### src/rtl/fetch_pkg.sv
// Shared types and defaults for the instruction fetch stage.
// TIMEOUT_DEF is only present when FETCH_TIMEOUT_EN is defined.
package fetch_pkg;

  localparam int unsigned ADDR_W_DEF = 8;
  localparam int unsigned DATA_W_DEF = 16;
  localparam int unsigned CNT_W_DEF  = 8;
`ifdef FETCH_TIMEOUT_EN
  localparam int unsigned TIMEOUT_DEF = 15;
`endif

  // Instruction delivered when a fetch is aborted
  localparam logic [15:0] NOP_INS = 16'h0000;

  typedef enum logic [1:0] {
    IDLE = 2'd0,
    REQ  = 2'd1,
    WAIT = 2'd2,
    DONE = 2'd3
  } state_t;

  function automatic logic is_busy(input state_t s);
    return s != IDLE;
  endfunction

endpackage

### src/rtl/fetch_timer.sv
// WAIT-state watchdog for the fetch unit; only built when FETCH_TIMEOUT_EN is defined.
// expire is asserted on the LIMIT-th enabled cycle after the last clear.
`ifdef FETCH_TIMEOUT_EN
module fetch_timer #(
  parameter int unsigned LIMIT = 15
) (
  input  logic clk,
  input  logic rst,
  input  logic clear,
  input  logic enable,
  output logic expire
);

  localparam int unsigned CW = (LIMIT < 2) ? 1 : $clog2(LIMIT);

  logic [CW-1:0] count;

  assign expire = enable && (count == CW'(LIMIT - 1));

  // Saturates at LIMIT-1 so a held expire cannot wrap back to a short count
  always_ff @(posedge clk) begin
    if (rst || clear) begin
      count <= '0;
    end else if (enable && !expire) begin
      count <= count + CW'(1);
    end
  end

endmodule
`endif

### src/rtl/fetch_unit.sv
// Instruction fetch stage: one RAM read per fetch pulse, one-deep request buffer.
// Defining FETCH_TIMEOUT_EN adds a WAIT timeout that aborts with a NOP and a sticky fetch_err.
module fetch_unit
  import fetch_pkg::*;
#(
  parameter int unsigned ADDR_W = ADDR_W_DEF,
  parameter int unsigned DATA_W = DATA_W_DEF,
  parameter int unsigned CNT_W  = CNT_W_DEF
`ifdef FETCH_TIMEOUT_EN
  ,
  parameter int unsigned TIMEOUT = TIMEOUT_DEF
`endif
) (
  input  logic              clk,
  input  logic              rst,
  input  logic              en,
  input  logic              fetch_req,
  input  logic [ADDR_W-1:0] pc,
  output logic [ADDR_W-1:0] mem_addr,
  output logic              mem_rd,
  input  logic [DATA_W-1:0] mem_rdata,
  input  logic              mem_rvalid,
  output logic [DATA_W-1:0] ins,
  output logic              ins_valid,
  output logic              busy,
  output logic [CNT_W-1:0]  fetch_cnt,
  output logic              fetch_err
);

  state_t            state;
  logic              pending;
  logic              got;
  logic [ADDR_W-1:0] pend_addr;
  logic              abort_c;

  // Strobes follow en in the same cycle so a stall never issues a read or a pulse
  assign mem_rd    = (state == REQ) && en;
  assign ins_valid = (state == DONE) && en;

`ifdef FETCH_TIMEOUT_EN
  logic expire;

  fetch_timer #(
    .LIMIT (TIMEOUT)
  ) u_timer (
    .clk    (clk),
    .rst    (rst),
    .clear  (mem_rd),
    .enable ((state == WAIT) && !got),
    .expire (expire)
  );

  // A response arriving on the expiry cycle still wins
  assign abort_c = expire && !mem_rvalid;

  always_ff @(posedge clk) begin
    if (rst) begin
      fetch_err <= 1'b0;
    end else if (abort_c) begin
      fetch_err <= 1'b1;
    end
  end
`else
  assign abort_c   = 1'b0;
  assign fetch_err = 1'b0;
`endif

  // Fetch FSM; mem_addr doubles as the address of the fetch in flight
  always_ff @(posedge clk) begin
    if (rst) begin
      state     <= IDLE;
      mem_addr  <= '0;
      ins       <= DATA_W'(NOP_INS);
      busy      <= 1'b0;
      fetch_cnt <= '0;
      pending   <= 1'b0;
      pend_addr <= '0;
      got       <= 1'b0;
    end else begin
      if (fetch_req && is_busy(state) && !pending) begin
        pending   <= 1'b1;
        pend_addr <= pc;
      end

      case (state)
        IDLE: begin
          if (fetch_req && en) begin
            mem_addr <= pc;
            state    <= REQ;
            busy     <= 1'b1;
          end
        end

        REQ: begin
          if (en) begin
            state <= WAIT;
          end
        end

        WAIT: begin
          // RAM cannot be stalled, so data is captured even while en is low
          if (mem_rvalid) begin
            ins <= mem_rdata;
            got <= 1'b1;
          end
          if ((got || mem_rvalid) && en) begin
            state <= DONE;
          end else if (abort_c) begin
            ins   <= DATA_W'(NOP_INS);
            state <= DONE;
          end
        end

        DONE: begin
          got <= 1'b0;
          if (en) begin
            fetch_cnt <= fetch_cnt + CNT_W'(1);
            if (pending) begin
              // Buffered request goes next; a same-cycle request refills the slot
              mem_addr <= pend_addr;
              state    <= REQ;
              pending  <= fetch_req;
              if (fetch_req) begin
                pend_addr <= pc;
              end
            end else if (fetch_req) begin
              mem_addr <= pc;
              state    <= REQ;
              pending  <= 1'b0;
            end else begin
              state <= IDLE;
              busy  <= 1'b0;
            end
          end
        end

        default: begin
          state <= IDLE;
          busy  <= 1'b0;
        end
      endcase
    end
  end

endmodule

### config.mk
export PLATFORM = sky130hd
export DESIGN_NAME = fetch_unit
export DESIGN_NICKNAME = d
export VERILOG_FILES = /design/src/rtl/fetch_pkg.sv /design/src/rtl/fetch_timer.sv /design/src/rtl/fetch_unit.sv
export SDC_FILE = /design/constraint.sdc
export NUM_CORES = 1
export LEC_CHECK = 0
export ABC_AREA = 1
export BUFFER_PORTS_ARGS = -buffer_cell sky130_fd_sc_hd__clkbuf_2
export CORE_MARGIN = 2
export CORE_UTILIZATION = 53
export CTS_CLUSTER_SIZE = 8
export DETAILED_ROUTE_END_ITERATION = 8
export PLACE_DENSITY = 0.92
export REMOVE_ABC_BUFFERS = 1
export SKIP_CTS_REPAIR_TIMING = 1
export SYNTH_ARGS = -nofsm -noshare
export SYNTH_HDL_FRONTEND = slang
export SYNTH_SLANG_ARGS = --single-unit
### constraint.sdc
create_clock -name clk -period 2.88 [get_ports clk]
set_input_delay 0.144 -clock clk [delete_from_list [all_inputs] [get_ports clk]]
set_output_delay 0.144 -clock clk [all_outputs]
set_load 0.02 [all_outputs]
==> impl_metrics.toml <==
[cells_and_area]
n_antenna_cell = 0
area_growth_pct = 21.0
fin_util_pct = 65.6
drive_above_1_share_pct = 23.5
nets = 369

[global_route]
antenna_found_initial = 0
grt_start_max_net_pins = 40
grtUsageTotal_pct = 21.9
grt_pass1_wl_um = 7110
grt_pass1_vias = 1706
grt-ovfl-total = 0

[drt]
ant_nets = 0
via_count = 1871
detail_route.wl_per_cell_um = 10.6
initialDrtViolationCount = 103
routed_wl_um = 4060
first_pass_iters = 5
drcViolationCount = 0
vias_per_cell = 4.87

[status]
status = "finished clean"

[timing]
setup_violations = 0
drv_slew = 0
rsz0062_at_grt = "no"
period_share_pct = 63.6
clock_skew_ps = 4.27
hold_violations = 0
relSlewSlack_pct = 39.5
setup_tns_ps = 0
max_clock_freq_mhz = 546
period_needed_ps = 1830
worst_pin_slew_ps = 907

[place]
io_buffers = 63
hpwl_um = 3030
routabilityCongestion = 0.797

[worst_setup_path]
end_kind = "flip-flop"
cp-start-kind = "flip-flop"
critPathKind = "flip-flop to flip-flop"
cp.required_ps = 3070
cp_max_fo = 18
cp.arrival_ps = 2020

[clocking]
cts_tree = "yes"
clk_latency_ps = 300
clk_pin_slew_worst_paths_ps = 80
cts_inserted_buffers = 5
cts_buffer_depth = 2
htree_levels = 2
ctsRootBufferMaster = "clkbuf_8"
cts.sinks = 45

[power]
vdd_drop_max_uv = 362
p_leak_nw = 1.17
powerDensity_mw_per_mm2 = 886

[logic_synthesis]
synth_edf_count = 0
ys_seq_area_share_pct = 46.0
ys_ff_latch = 45
syn_inst = 274
ys_async_sr_fraction_pct = 0
netlist_area_mm2 = 0.00196
avgSynthCellArea_um2 = 7.14
ys_warn_count = 0
synth_cell_type_count = 27
synth-main-ff-cell = "dfxtp_1"

[floorplan]
die-height_um = 64.8
core_area_mm2 = 0.00361
io-pin-count = 65
dieArea_mm2 = 0.00419
initial_utilization_pct = 54.3
rows = 22
dieWidth_um = 64.8

[hold_path]
hp-class = "primary input to flip-flop"

[flow_run]
drv_cap = 0
[synth_stat cells (2+ instances only)]
cell type / instances / area, µm²
nor3_1: 2 / 10.0
nand3_1: 7 / 35.0
clkbuf_1: 3 / 11.3
nor2_2: 2 / 12.5
nand2_2: 2 / 12.5
dfxtp_1: 45 / 901
buf_4: 3 / 22.5
inv_1: 19 / 71.3
nand2_1: 50 / 188
o21ai_1: 3 / 15.0
nor2_1: 68 / 255
o21ai_0: 37 / 185
ha_1: 5 / 62.6
a21oi_1: 15 / 75.1
[cells by family after synthesis]
| kind of cell | count (synthesis) | synth area share [%] |
|---|---|---|
| other | 1 | 0.192 |
| adder cells (fa/ha/maj) | 5 | 3.20 |
| AO/OA/AOI/OAI | 59 | 15.6 |
| AND/OR/NAND/NOR | 134 | 28.0 |
| flip-flops | 45 | 46.0 |
| buffers and inverters | 30 | 6.97 |
[final cells by class]
class,count,area [µm²]
Clock inverter,2,10.0
Timing Repair Buffer,63,315
Tap cell,48,60.1
Inverter,21,88.8
Sequential cell,45,901
Multi-Input combinational cell,199,920
Fill cell,332,1240
Clock buffer,6,72.6
[cells in the final DEF (no fill, tap or decap), types with 2 or more instances in the layout]
cell	instances
nor2_1	68
clkbuf_2	63
nand2_1	50
dfxtp_1	45
o21ai_0	37
inv_1	19
a21oi_1	15
nand3_1	7
ha_1	5
clkbuf_8	5
o21ai_1	3
nand2_2	2
nor2_2	2
nor3_1	2
clkinv_2	2
[flip-flops by register name, indices dropped and copies added (netlist names)]
name / flops
fetch_cnt: 8
mem_addr: 8
ins: 16
busy: 1
got: 1
pending: 1
pend_addr: 8
state: 2
[metal layers]
layer  vias up  wire length [µm]  global-route usage, %  part of all wire [%]
li1       1000                 -                      -                     -
met1       815              1770                   25.5                    44
met2        44              1970                   35.6                    48
met3        12               201                   6.77                   5.0
met4         0               114                   12.0                   2.8
met5         -                 0                      0                     0
[stage by stage]
stage                     hold slack [ps]  cell area (µm²)  cells  worst slack, ps  total power, mW
after detailed placement              395             2280    376             1050             1.75
after global routing                 98.0             2370    384              796             2.28
after global placement                386             2280    376             1160             1.72
after floorplan                       213             1910    265             1420             1.51
final                                85.5             2370    384             1050             2.10
after CTS                            77.3             2370    384             1050             2.12
[path summary, 6_finish.rpt]
check / start / end / slack [ps] / depth (start not counted)
setup / recovery: state[0] / ins[2] / 1050 / 6
hold / removal: pc[4] / pend_addr[4] / 90 / 3
setup reg to reg: state[0] / ins[2] / 1050 / 6
hold reg to reg: mem_addr[3] / mem_addr[3] / 480 / 2
[where the power goes]
group	internal (mW)	leakage, nW	switching (mW)	total, mW
logic	0.291	0.758	0.561	0.852
registers	0.787	0.368	0.0905	0.877
clock network	0.168	0.0450	0.200	0.368
[critical path, stage by stage, from the launching register on]
cell,delay (ps)
dfxtp_1,400
inv_1,100
ha_1,240
nand2_1,370
inv_1,350
nor2_1,190
nor2_1,70
Note: power is estimated with default switching activity, not from simulation.
